===== src/rtl/mux_rr_arbiter.sv =====
// Round-robin arbiter and registered 4:1 data mux for a shared WIDTH-bit channel.
// Latency: grant/select one cycle after req is sampled; out/out_valid one cycle after grant.
// Backpressure: none downstream; fairness comes from a bounded grant hold (MAX_HOLD) while others wait.
module mux_rr_arbiter #(
    parameter int WIDTH    = 2,
    parameter int MAX_HOLD = 4
) (
    input  logic             clk,
    input  logic             rst,
    input  logic [3:0]       req,
    input  logic [WIDTH-1:0] in1,
    input  logic [WIDTH-1:0] in2,
    input  logic [WIDTH-1:0] in3,
    input  logic [WIDTH-1:0] in4,
    output logic [3:0]       grant,
    output logic [1:0]       select,
    output logic [WIDTH-1:0] out,
    output logic             out_valid,
    output logic             busy
);

    typedef enum logic {
        IDLE  = 1'b0,
        GRANT = 1'b1
    } state_t;

    localparam logic [3:0] MAX_HOLD_C = 4'(MAX_HOLD);

    state_t           state_q,     state_d;
    logic [1:0]       last_q,      last_d;
    logic [3:0]       hold_cnt_q,  hold_cnt_d;
    logic [3:0]       grant_q,     grant_d;
    logic [1:0]       select_q,    select_d;
    logic [WIDTH-1:0] out_q,       out_d;
    logic             out_valid_q, out_valid_d;

    // Search r starting at index start and wrapping; returns {found, index}.
    // Iterating from the far end down lets the closest set bit overwrite the result.
    function automatic logic [2:0] rr_pick(input logic [3:0] r, input logic [1:0] start);
        logic [2:0] res;
        logic [1:0] idx;
        res = 3'b000;
        for (int k = 3; k >= 0; k--) begin
            idx = start + 2'(k);
            if (r[idx]) begin
                res = {1'b1, idx};
            end
        end
        return res;
    endfunction

    logic [2:0]       idle_pick;
    logic [2:0]       sw_pick;
    logic [3:0]       others;
    logic             cur_req;
    logic [WIDTH-1:0] sel_word;

    // Candidate winners: from IDLE search after the last-served requester;
    // while granted, search after the current owner among the other requesters only.
    always_comb begin
        others    = req & ~(4'b0001 << select_q);
        cur_req   = req[select_q];
        idle_pick = rr_pick(req, last_q + 2'd1);
        sw_pick   = rr_pick(others, select_q + 2'd1);
    end

    // Shared data mux, driven only by the registered select.
    always_comb begin
        sel_word = in1;
        case (select_q)
            2'd0:    sel_word = in1;
            2'd1:    sel_word = in2;
            2'd2:    sel_word = in3;
            default: sel_word = in4;
        endcase
    end

    // Next-state logic: arbitration FSM plus the registered data path.
    always_comb begin
        state_d     = state_q;
        last_d      = last_q;
        hold_cnt_d  = hold_cnt_q;
        grant_d     = grant_q;
        select_d    = select_q;
        out_valid_d = (state_q == GRANT) && cur_req;
        out_d       = out_valid_d ? sel_word : out_q;

        case (state_q)
            IDLE: begin
                if (idle_pick[2]) begin
                    state_d    = GRANT;
                    grant_d    = 4'b0001 << idle_pick[1:0];
                    select_d   = idle_pick[1:0];
                    hold_cnt_d = 4'd1;
                end
            end
            GRANT: begin
                if (sw_pick[2] && (!cur_req || hold_cnt_q == MAX_HOLD_C)) begin
                    // Owner released or used up its hold while someone waits:
                    // hand over on this edge, no idle bubble.
                    last_d     = select_q;
                    grant_d    = 4'b0001 << sw_pick[1:0];
                    select_d   = sw_pick[1:0];
                    hold_cnt_d = 4'd1;
                end else if (!cur_req) begin
                    // Nobody left; select keeps its value for the idle period.
                    state_d    = IDLE;
                    last_d     = select_q;
                    grant_d    = 4'b0000;
                    hold_cnt_d = 4'd0;
                end else if (hold_cnt_q != MAX_HOLD_C) begin
                    hold_cnt_d = hold_cnt_q + 4'd1;
                end
            end
            default: begin
                state_d = IDLE;
                grant_d = 4'b0000;
            end
        endcase
    end

    // State registers with synchronous reset taking priority over everything.
    always_ff @(posedge clk) begin
        if (rst) begin
            state_q     <= IDLE;
            last_q      <= 2'd3;
            hold_cnt_q  <= 4'd0;
            grant_q     <= 4'b0000;
            select_q    <= 2'd0;
            out_q       <= '0;
            out_valid_q <= 1'b0;
        end else begin
            state_q     <= state_d;
            last_q      <= last_d;
            hold_cnt_q  <= hold_cnt_d;
            grant_q     <= grant_d;
            select_q    <= select_d;
            out_q       <= out_d;
            out_valid_q <= out_valid_d;
        end
    end

    assign grant     = grant_q;
    assign select    = select_q;
    assign out       = out_q;
    assign out_valid = out_valid_q;
    assign busy      = (state_q == GRANT);

endmodule


===== config.mk =====
export PLATFORM = sky130hd
export DESIGN_NAME = mux_rr_arbiter
export DESIGN_NICKNAME = d
export VERILOG_FILES = /design/src/rtl/mux_rr_arbiter.sv
export SDC_FILE = /design/constraint.sdc
export NUM_CORES = 1
export LEC_CHECK = 0
export ABC_AREA = 0
export BUFFER_PORTS_ARGS = -buffer_cell sky130_fd_sc_hd__buf_4
export CAP_MARGIN = 20
export CORE_AREA = 2 2 62 64
export CTS_CLUSTER_SIZE = 20
export DETAILED_ROUTE_END_ITERATION = 8
export DIE_AREA = 0 0 64 66
export GPL_TIMING_DRIVEN = 1
export SYNTH_ARGS = -nofsm -noshare
export SYNTH_HDL_FRONTEND = slang
export SYNTH_SLANG_ARGS = --single-unit
export TNS_END_PERCENT = 10

===== constraint.sdc =====
create_clock -name clk -period 2.6 [get_ports clk]
set_input_delay 0.39 -clock clk [delete_from_list [all_inputs] [get_ports clk]]
set_output_delay 0.39 -clock clk [all_outputs]
set_load 0.03 [all_outputs]

==> results_dict.tcl, run 1 <==
set metrics [dict create \
    outcome "finished, final reports clean" \
    final.period_utilization_pct 90.1 \
    synth_cells 154 \
    mappedNetlistNets 174 \
    worst_slew_margin_pct 52.3 \
    grt.total_usage_pct 15.2 \
    synth.yosys.seq_area_share_pct 26.6 \
    share_of_the_core_filled_with_cells_in_the_final_layout_pct 40.9 \
    worst-path-buf-inv 1 \
    detailedPlace.worstSlack_ns 0.181 \
    final_area_um2 1450 \
    critPathKind "flop to flop" \
    synthToLayoutAreaGrowth_pct 20.3 \
    tightestPinTransition_ns 0.709 \
    layout_min_cycle_time_ns 2.34 \
    clock_latency_ns 0.29 \
    die_height_um 66 \
    via_density 5.64 \
    setup_tns_ns 0 \
    grt_pass1_wl_um 5240 \
    worst_hold_startpoint "rst" \
    critPathRequiredTime_ns 2.80 \
    pin_count_of_the_biggest_net_entering_global_routing 18 \
    synth_warnings 0 \
    inserted_clock_buffers 3 \
    synth_seq_cells 16 \
    rsz0062_at_grt "false" \
    switching_share_pct 37.5 \
    reg2reg_from "select[0]" \
    rr_worst_depth 8 \
    cpPeakStageDelay_ns 0.45 \
    drive_gt1_share_pct 23.7 \
    drt.antenna.violating_nets 0 \
    clk_pin_slew_worst_paths_ns 0.10 \
    floorplan.core_area_um2 3550 \
    std_cell_rows 22 \
    start_util_pct 34.0 \
    path_delay_family "simple AND/OR/NAND/NOR gates" \
    drc 0 \
    worstPathMaxFanout 11 \
    cellLeakagePower_uw 0.000612 \
    number_of_buffers_inserted_by_port_buffering 23 \
    synth_enable_flop_cells 0 \
    syn_area_um2 1210 \
    initial_antenna_violation_count 0 \
    path_depth 8 \
    pin_count 24 \
    number_of_cells_on_the_worst_hold_path 2 \
    grt_use_met2_pct 26.7 \
    cts_setup_buffers 0 \
    post-route-worst-setup-slack_ns 0.257 \
    detailroute.via_count 1246 \
    cellPowerDensity_nw_per_um2 552 \
    internal_uw 501 \
    dp.cells 217 \
    cts.hold.buffers_added 0 \
    drtPass1Iterations 4 \
    synth.distinct_cells 49 \
    pwr-share-clk_pct 20.7 \
    async_flop_share_pct 0 \
    synth_flop_cell "dfxtp_1" \
    max_clock_freq_mhz 427 \
    ir_worst_vdd_uv 273 \
    detail_route.wl_per_cell_um 13.4 \
    clock_tree_from_tritoncts "done" \
    first_global_vias 1197 \
    syn-mean-instance-area_um2 7.83 \
    busiest_layer "met2" \
    wl_um 2960 \
    floorplan.die_area_um2 4220 \
    antennaDiodeCount 0 \
    hold_class "primary input to flop" \
    hold_viol 0 \
    crit_slowest_cell "dfxtp_1" \
    gr-total-overflow 0 \
    setup_viol_count_final 0 \
    proportion_of_power_drawn_by_flip_flops_and_latches_pct 37.4 \
    clock-skew-final_ns 0.00159 \
    num-nets-final 194 \
    grtUsageMet3_pct 3.58 \
    combPwrFrac_pct 41.9 \
    clock-sinks 16 \
    worst_r2r_endpoint "grant[0]" \
    worst-endpoint-arrival_ns 2.54 \
    reg2reg_slack_ns 0.26 \
    cp_cell_sequence "inv_2 > ha_2 > nor4bb_1 > o22ai_1 > a22oi_2 > nand2b_4 > or3b_1 > o311ai_1" \
    met1_usage_pct 18.8 \
    placement.cell_area_um2 1400 \
    worst_setup_path_end_kind "flop" \
    clock_root_buffer_master "clkbuf_4" \
    layoutNonFillerInstCount 221 \
    startpoint_type "flop" \
    gp_routability_congestion 0.807 \
    p_sw_uw 300 \
    hold_path_end "hold_cnt_q[0]" \
    timing_max_transition_violations_final 0 \
    max_cap_violations 0 \
    number_of_levels_in_the_clock_h_tree 1 \
    max-clock-path-buffers 2 \
    initialDrtViolationCount 46 \
    hpwl_um 2270 \
    die_width_um 64 \
]
==> worst register-to-register path, delay by kind of cell (launching register included) <==
family / cells / cell delay (ns)
compound gates: 3 / 0.48
buf+inv: 1 / 0.13
simple gates: 3 / 0.76
flops: 1 / 0.45
fa+ha+maj: 1 / 0.44
==> layout make-up <==
| type | count | area, µm² |
|---|---|---|
| Clock buffer | 4 | 36.3 |
| Fill cell | 364 | 2100 |
| Inverter | 12 | 45.0 |
| Multi-Input combinational cell | 117 | 808 |
| Sequential cell | 16 | 322 |
| Tap cell | 48 | 60.1 |
| Timing Repair Buffer | 24 | 180 |
==> cells by family after synthesis <==
kind of cell / after synthesis / synth area share (%)
DFF: 16 / 26.6
buffers and inverters: 21 / 7.37
muxes: 3 / 4.56
AOI/OAI and AO/OA: 48 / 27.8
adders and majority gates: 6 / 6.22
and+or+nand+nor: 60 / 27.5
==> layer usage <==
layer,up-vias,share of wire (%)
met5,-,0
met4,0,0.30
met3,2,6.4
met2,46,47
met1,586,46
li1,612,-
==> synthesized netlist by cell type, types with 2 or more instances <==
cell type	instances	area (µm²)
clkbuf_1	6	22.5
ha_1	6	75.1
nor2b_1	3	18.8
or3_1	2	12.5
nor4_1	3	18.8
mux4_2	2	45.0
inv_2	2	7.51
nor2_1	20	75.1
nand3_1	3	15.0
nand2_1	7	26.3
nor3_1	4	20.0
a22o_1	2	17.5
a222oi_1	2	20.0
o21ai_1	3	15.0
dfxtp_1	16	320
nand4_1	3	18.8
a22oi_1	2	15.0
nand3b_1	2	15.0
buf_2	2	10.0
a211o_1	3	26.3
inv_1	10	37.5
o21ai_0	9	45.0
a21oi_1	12	60.1
nand2b_1	3	18.8
a221o_1	3	30.0
==> through the flow <==
stage	power [µW]	hold slack, ns
after floorplan	538	0.438
after global placement	626	0.460
after detailed placement	632	0.467
after CTS	798	0.382
after global routing	861	0.393
final	801	0.393
==> cell usage in the layout (no fill, tap or decap), types with 2 or more instances in the layout <==
cell,n
ha_1,5
nand2b_1,3
nor3_1,3
mux4_2,2
nand3b_1,2
o21ai_1,3
a21oi_1,11
o21ai_0,9
dfxtp_1,15
nor2_1,20
inv_2,2
clkbuf_4,3
or3_1,2
a211o_1,3
nand4_1,3
nand3_1,3
a222oi_1,2
a22oi_1,2
a221o_1,3
inv_1,10
buf_4,24
nor2b_1,3
nand2_1,7
nor4_1,3
a22o_1,2
==> power groups by stage <==
stage	registers, µW	clock network (µW)	logic, µW
after floorplan	328	0	210
after global placement	302	0	324
after detailed placement	304	0	328
after CTS	299	170	329
after global routing	304	186	370
final	299	166	336
==> state kept, by name, indices dropped and copies added (netlist names) <==
signal and count:
busy 1, hold_cnt_q 4, last_q 2, select 2, grant 4, out 2, out_valid 1
==> worst max path at each step <==
stage          startpoint             to  slack (ns)
3_3_place_gp    select[1]       grant[0]        0.28
6_report        select[0]       grant[0]        0.26
5_1_grt         select[0]  hold_cnt_q[2]        0.07
2_1_floorplan   select[0]       grant[0]        0.05
4_1_cts         select[1]       grant[0]        0.15
3_5_place_dp    select[1]       grant[0]        0.18
==> what timing repair did <==
item                                    CTS  global route
hold endpoints to repair                  0             0
endpoints found under the setup margin    0             4
gates resized for setup                   0             4
Power figures use the tool's default switching activity.
==> inputs of run 2 (changes only) <==
- CORE_AREA: 2 2 62 64 -> 3 3 63 65
- DIE_AREA: 0 0 64 66 -> 0 0 66 68
- GPL_TIMING_DRIVEN: 1 -> unset
==> run 2 against run 1 <==
  * Final cell count fell by 0.90%
  * Cell area fell by 0.86%
  * Sequential power barely moved
  * Worst setup slack got worse by 0.047 ns
  * Largest cell class unchanged
==> results_dict.tcl, run 2 (same netlist as run 1, synthesis figures left out) <==
set metrics [dict create \
    grt_pass1_wl_um 5370 \
    via_density 5.68 \
    dp.cells 216 \
    initial_antenna_violation_count 0 \
    std_cell_rows 21 \
    critPathRequiredTime_ns 2.80 \
    critPathKind "flop to flop" \
    inserted_clock_buffers 3 \
    worst-endpoint-arrival_ns 2.59 \
    pin_count_of_the_biggest_net_entering_global_routing 18 \
    ir_worst_vdd_uv 288 \
    pin_count 24 \
    timing_max_transition_violations_final 0 \
    cts-resized-gates 0 \
    grt.total_usage_pct 15.2 \
    clock_root_buffer_master "clkbuf_4" \
    clock-sinks 16 \
    path_delay_family "compound AO/OA/AOI/OAI gates" \
    outcome "finished, final reports clean" \
    setup_viol_count_final 0 \
    initialDrtViolationCount 40 \
    number_of_levels_in_the_clock_h_tree 1 \
    rsz0062_at_grt "false" \
    die_height_um 68 \
    max-clock-path-buffers 2 \
    antennaDiodeCount 0 \
    worst_setup_path_end_kind "flop" \
    worst-path-buf-inv 1 \
    final.period_utilization_pct 91.9 \
    startpoint_type "flop" \
    drc 0 \
    commonest_non_fill_non_tap_cells_in_the_layout "buf_4, nor2_1, dfxtp_1" \
    cellLeakagePower_uw 0.000610 \
    cts_setup_buffers 0 \
    synthToLayoutAreaGrowth_pct 19.3 \
    cpPeakStageDelay_ns 0.44 \
    hold_class "primary input to flop" \
    detailroute.via_count 1245 \
    cellPowerDensity_nw_per_um2 529 \
    hold_viol 0 \
    drt.antenna.violating_nets 0 \
    wl_um 3110 \
    detail_route.wl_per_cell_um 14.2 \
    hpwl_um 2350 \
    layout_min_cycle_time_ns 2.39 \
    worstPathMaxFanout 11 \
    num-nets-final 195 \
    gr-total-overflow 0 \
    floorplan.core_area_um2 3390 \
    final_area_um2 1440 \
    setup_tns_ns 0 \
    clock_latency_ns 0.28 \
    clock-skew-final_ns 0.00276 \
    clock_tree_from_tritoncts "done" \
    placement.cell_area_um2 1410 \
    max_clock_freq_mhz 418 \
    gp_routability_congestion 0.829 \
    crit_slowest_cell "dfxtp_1" \
    floorplan.die_area_um2 4490 \
    number_of_buffers_inserted_by_port_buffering 23 \
    start_util_pct 35.6 \
    die_width_um 66 \
    clk_pin_slew_worst_paths_ns 0.09 \
    first_global_vias 1169 \
    layoutNonFillerInstCount 219 \
    tightestPinTransition_ns 0.458 \
    max_cap_violations 0 \
    layout.cells.most_common "buf_4" \
    cts.hold.buffers_added 0 \
    drtPass1Iterations 4 \
    drive_gt1_share_pct 23.1 \
    worst_slew_margin_pct 69.4 \
    cp_cell_sequence "inv_2 > ha_2 > nor2b_1 > o21ai_0 > a22o_1 > a21oi_1 > or3b_1 > o311ai_1" \
]
run 2: cell types whose count changed in the layout (fill, tap and decap cells not counted), sizes merged:
cell	previous run	this run
buf	24	25
clkbuf	4	3
run 2: final timing paths:
| check | startpoint | end | slack, ns | cells past startpoint |
|---|---|---|---|---|
| setup / recovery | select[0] | grant[0] | 0.21 | 8 |
| hold reg to reg | hold_cnt_q[3] | hold_cnt_q[3] | 0.48 | 2 |
| hold / removal | rst | hold_cnt_q[1] | 0.40 | 2 |
| setup reg to reg | select[0] | grant[0] | 0.21 | 8 |
run 2: through the flow:
step	util [%]	total power (µW)	worst slack, ns	hold slack, ns
after floorplan	-	538	0.0471	0.438
after global placement	41.5	626	0.313	0.452
after detailed placement	41.5	633	0.154	0.460
after CTS	42.2	763	0.123	0.388
after global routing	42.5	814	0.0674	0.412
final	42.5	761	0.210	0.402
run 2: area by class of cell:
type	instances	area, µm²
repair buffers	25	188
clock buffers	3	22.5
flip-flops and latches	16	322
inverters	12	45.0
well taps	46	57.6
multi-input cells	117	805
fillers	334	1950
run 2: metal layers:
layer	global-route usage, %	vias up	routed length (µm)
li1	-	615	-
met3	4.93	2	208
met2	24.8	42	1410
met4	2.79	0	10
met1	19.8	586	1490
met5	0	-	0
run 2: where the power goes:
part           internal [µW]  switching, µW  leakage [µW]
Clock                   53.8           73.9     0.0000138
Sequential               270           28.5      0.000132
Combinational            144            191      0.000464
Total                    468            293      0.000610
==> inputs of run 3 (changes only) <==
- BUFFER_PORTS_ARGS: -buffer_cell sky130_fd_sc_hd__buf_4 -> -buffer_cell sky130_fd_sc_hd__buf_2
- CAP_MARGIN: 20 -> unset
==> run 3 against run 2 <==
  * Total power shrank 2.5%
  * Clock skew decreased by 0.0023 ns
  * Non-clock buffer count stayed put
  * Critical path depth did not move
  * Routed wire length fell by 0.58%
  * Worst hold slack gained 0.065 ns
  * Via count shrank 0.48%
  * Sequential share of layout area grew 0.83 points
  * Cell area is 3.6% lower
  * Largest cell class unchanged
==> results_dict.tcl, run 3 (same netlist as run 1, synthesis figures left out) <==
set metrics [dict create \
    filler_cell_count 352 \
    max-clock-path-buffers 2 \
    critPathRequiredTime_ns 2.78 \
    start_util_pct 35.6 \
    gp_routability_congestion 0.868 \
    die_width_um 66 \
    outcome "finished, final reports clean" \
    placement.cell_area_um2 1350 \
    synthToLayoutAreaGrowth_pct 15.0 \
    final_area_um2 1390 \
    path_delay_family "compound AO/OA/AOI/OAI gates" \
    pin_count_of_the_biggest_net_entering_global_routing 18 \
    detailroute.via_count 1239 \
    initialDrtViolationCount 37 \
    pwr-share-clk_pct 16.6 \
    pin_count 24 \
    commonest_non_fill_non_tap_cells_in_the_layout "buf_2, nor2_1, dfxtp_1" \
    final.period_utilization_pct 93.9 \
    cellPowerDensity_nw_per_um2 535 \
    drt.antenna.violating_nets 0 \
    die_height_um 68 \
    proportion_of_power_drawn_by_flip_flops_and_latches_pct 40.1 \
    switching_share_pct 39.2 \
    cp_cell_sequence "inv_2 > ha_1 > nor2b_1 > o21ai_0 > a22o_1 > a21oi_1 > or3b_1 > o311ai_1" \
    layout_min_cycle_time_ns 2.44 \
    timing.hold.ws_ns 0.466 \
    setup_viol_count_final 0 \
    layoutNonFillerInstCount 219 \
    crit_slowest_cell "ha_1" \
    p_sw_uw 291 \
    first_global_vias 1165 \
    max_cap_violations 0 \
    grt.total_usage_pct 14.7 \
    clk_pin_slew_worst_paths_ns 0.08 \
    dp.cells 216 \
    max_clock_freq_mhz 410 \
    timing_max_transition_violations_final 0 \
    clock_latency_ns 0.28 \
    cpPeakStageDelay_ns 0.48 \
    drtPass1Iterations 4 \
    rsz0062_at_grt "false" \
    drc 0 \
    worst_setup_path_end_kind "flop" \
    antennaDiodeCount 0 \
    drive_gt1_share_pct 22.5 \
    hold_viol 0 \
    combPwrFrac_pct 43.2 \
    worst-path-buf-inv 1 \
    floorplan.die_area_um2 4490 \
    worst_slew_margin_pct 71.3 \
    number_of_buffers_inserted_by_port_buffering 23 \
    ir_worst_vdd_uv 396 \
    internal_uw 451 \
    clock-skew-final_ns 0.000500 \
    clock_root_buffer_master "clkbuf_4" \
    hold_class "flop to flop" \
    via_density 5.66 \
    hpwl_um 2370 \
    critPathKind "flop to flop" \
    layout.cells.most_common "buf_2" \
    tightestPinTransition_ns 0.430 \
    detail_route.wl_per_cell_um 14.1 \
    setup_tns_ns 0 \
    num-nets-final 195 \
    initial_antenna_violation_count 0 \
    clock-sinks 16 \
    inserted_clock_buffers 3 \
    std_cell_rows 21 \
    worst-endpoint-arrival_ns 2.63 \
    cellLeakagePower_uw 0.000600 \
    number_of_levels_in_the_clock_h_tree 1 \
    startpoint_type "flop" \
    wl_um 3100 \
    grt_pass1_wl_um 5250 \
    worstPathMaxFanout 11 \
    gr-total-overflow 0 \
    clock_tree_from_tritoncts "done" \
    cts_setup_buffers 0 \
    floorplan.core_area_um2 3390 \
]
run 3: metrics by stage:
step / worst slack, ns / total power (µW) / util [%]
detailed placement: 0.162 / 618 / 39.8
finish: 0.158 / 743 / 40.9
global route: 0.00960 / 796 / 40.9
floorplan: 0.0471 / 538 / -
CTS: 0.135 / 744 / 40.5
global placement: 0.321 / 609 / 39.8
run 3: area by class of cell:
cell class | instances | area, µm² | area share [%]
inverters | 12 | 45.0 | 3.25
flip-flops and latches | 16 | 322 | 23.2
well taps | 46 | 57.6 | 4.15
repair buffers | 25 | 130 | 9.38
clock buffers | 3 | 22.5 | 1.62
multi-input cells | 117 | 811 | 58.4
run 3: per-layer routing:
layer	part of all wire [%]	GRT usage [%]	vias up
li1	-	-	612
met2	46	24.5	47
met3	7.7	4.11	2
met4	0.32	2.54	0
met1	46	19.3	578
met5	0	0	-
run 3: path summary, 6_finish.rpt:
kind | from | to | slack [ns] | cells after the start
worst min-delay path | grant[2] | grant[2] | 0.47 | 1
worst min register to register | grant[2] | grant[2] | 0.47 | 1
worst max-delay path | select[0] | grant[0] | 0.16 | 8
worst max register to register | select[0] | grant[0] | 0.16 | 8
run 3: timing repair:
item | 4_1_cts | 5_1_grt
setup endpoints to repair | 0 | 6
gates resized for setup | 0 | 3
hold buffers | 0 | 0
run 3: power by group through the flow:
stage | Sequential, µW | Clock (µW) | Combinational (µW)
2_1_floorplan | 328 | 0 | 210
3_5_place_dp | 304 | 0 | 315
4_1_cts | 298 | 129 | 316
3_3_place_gp | 301 | 0 | 308
5_1_grt | 304 | 138 | 354
6_report | 298 | 124 | 321
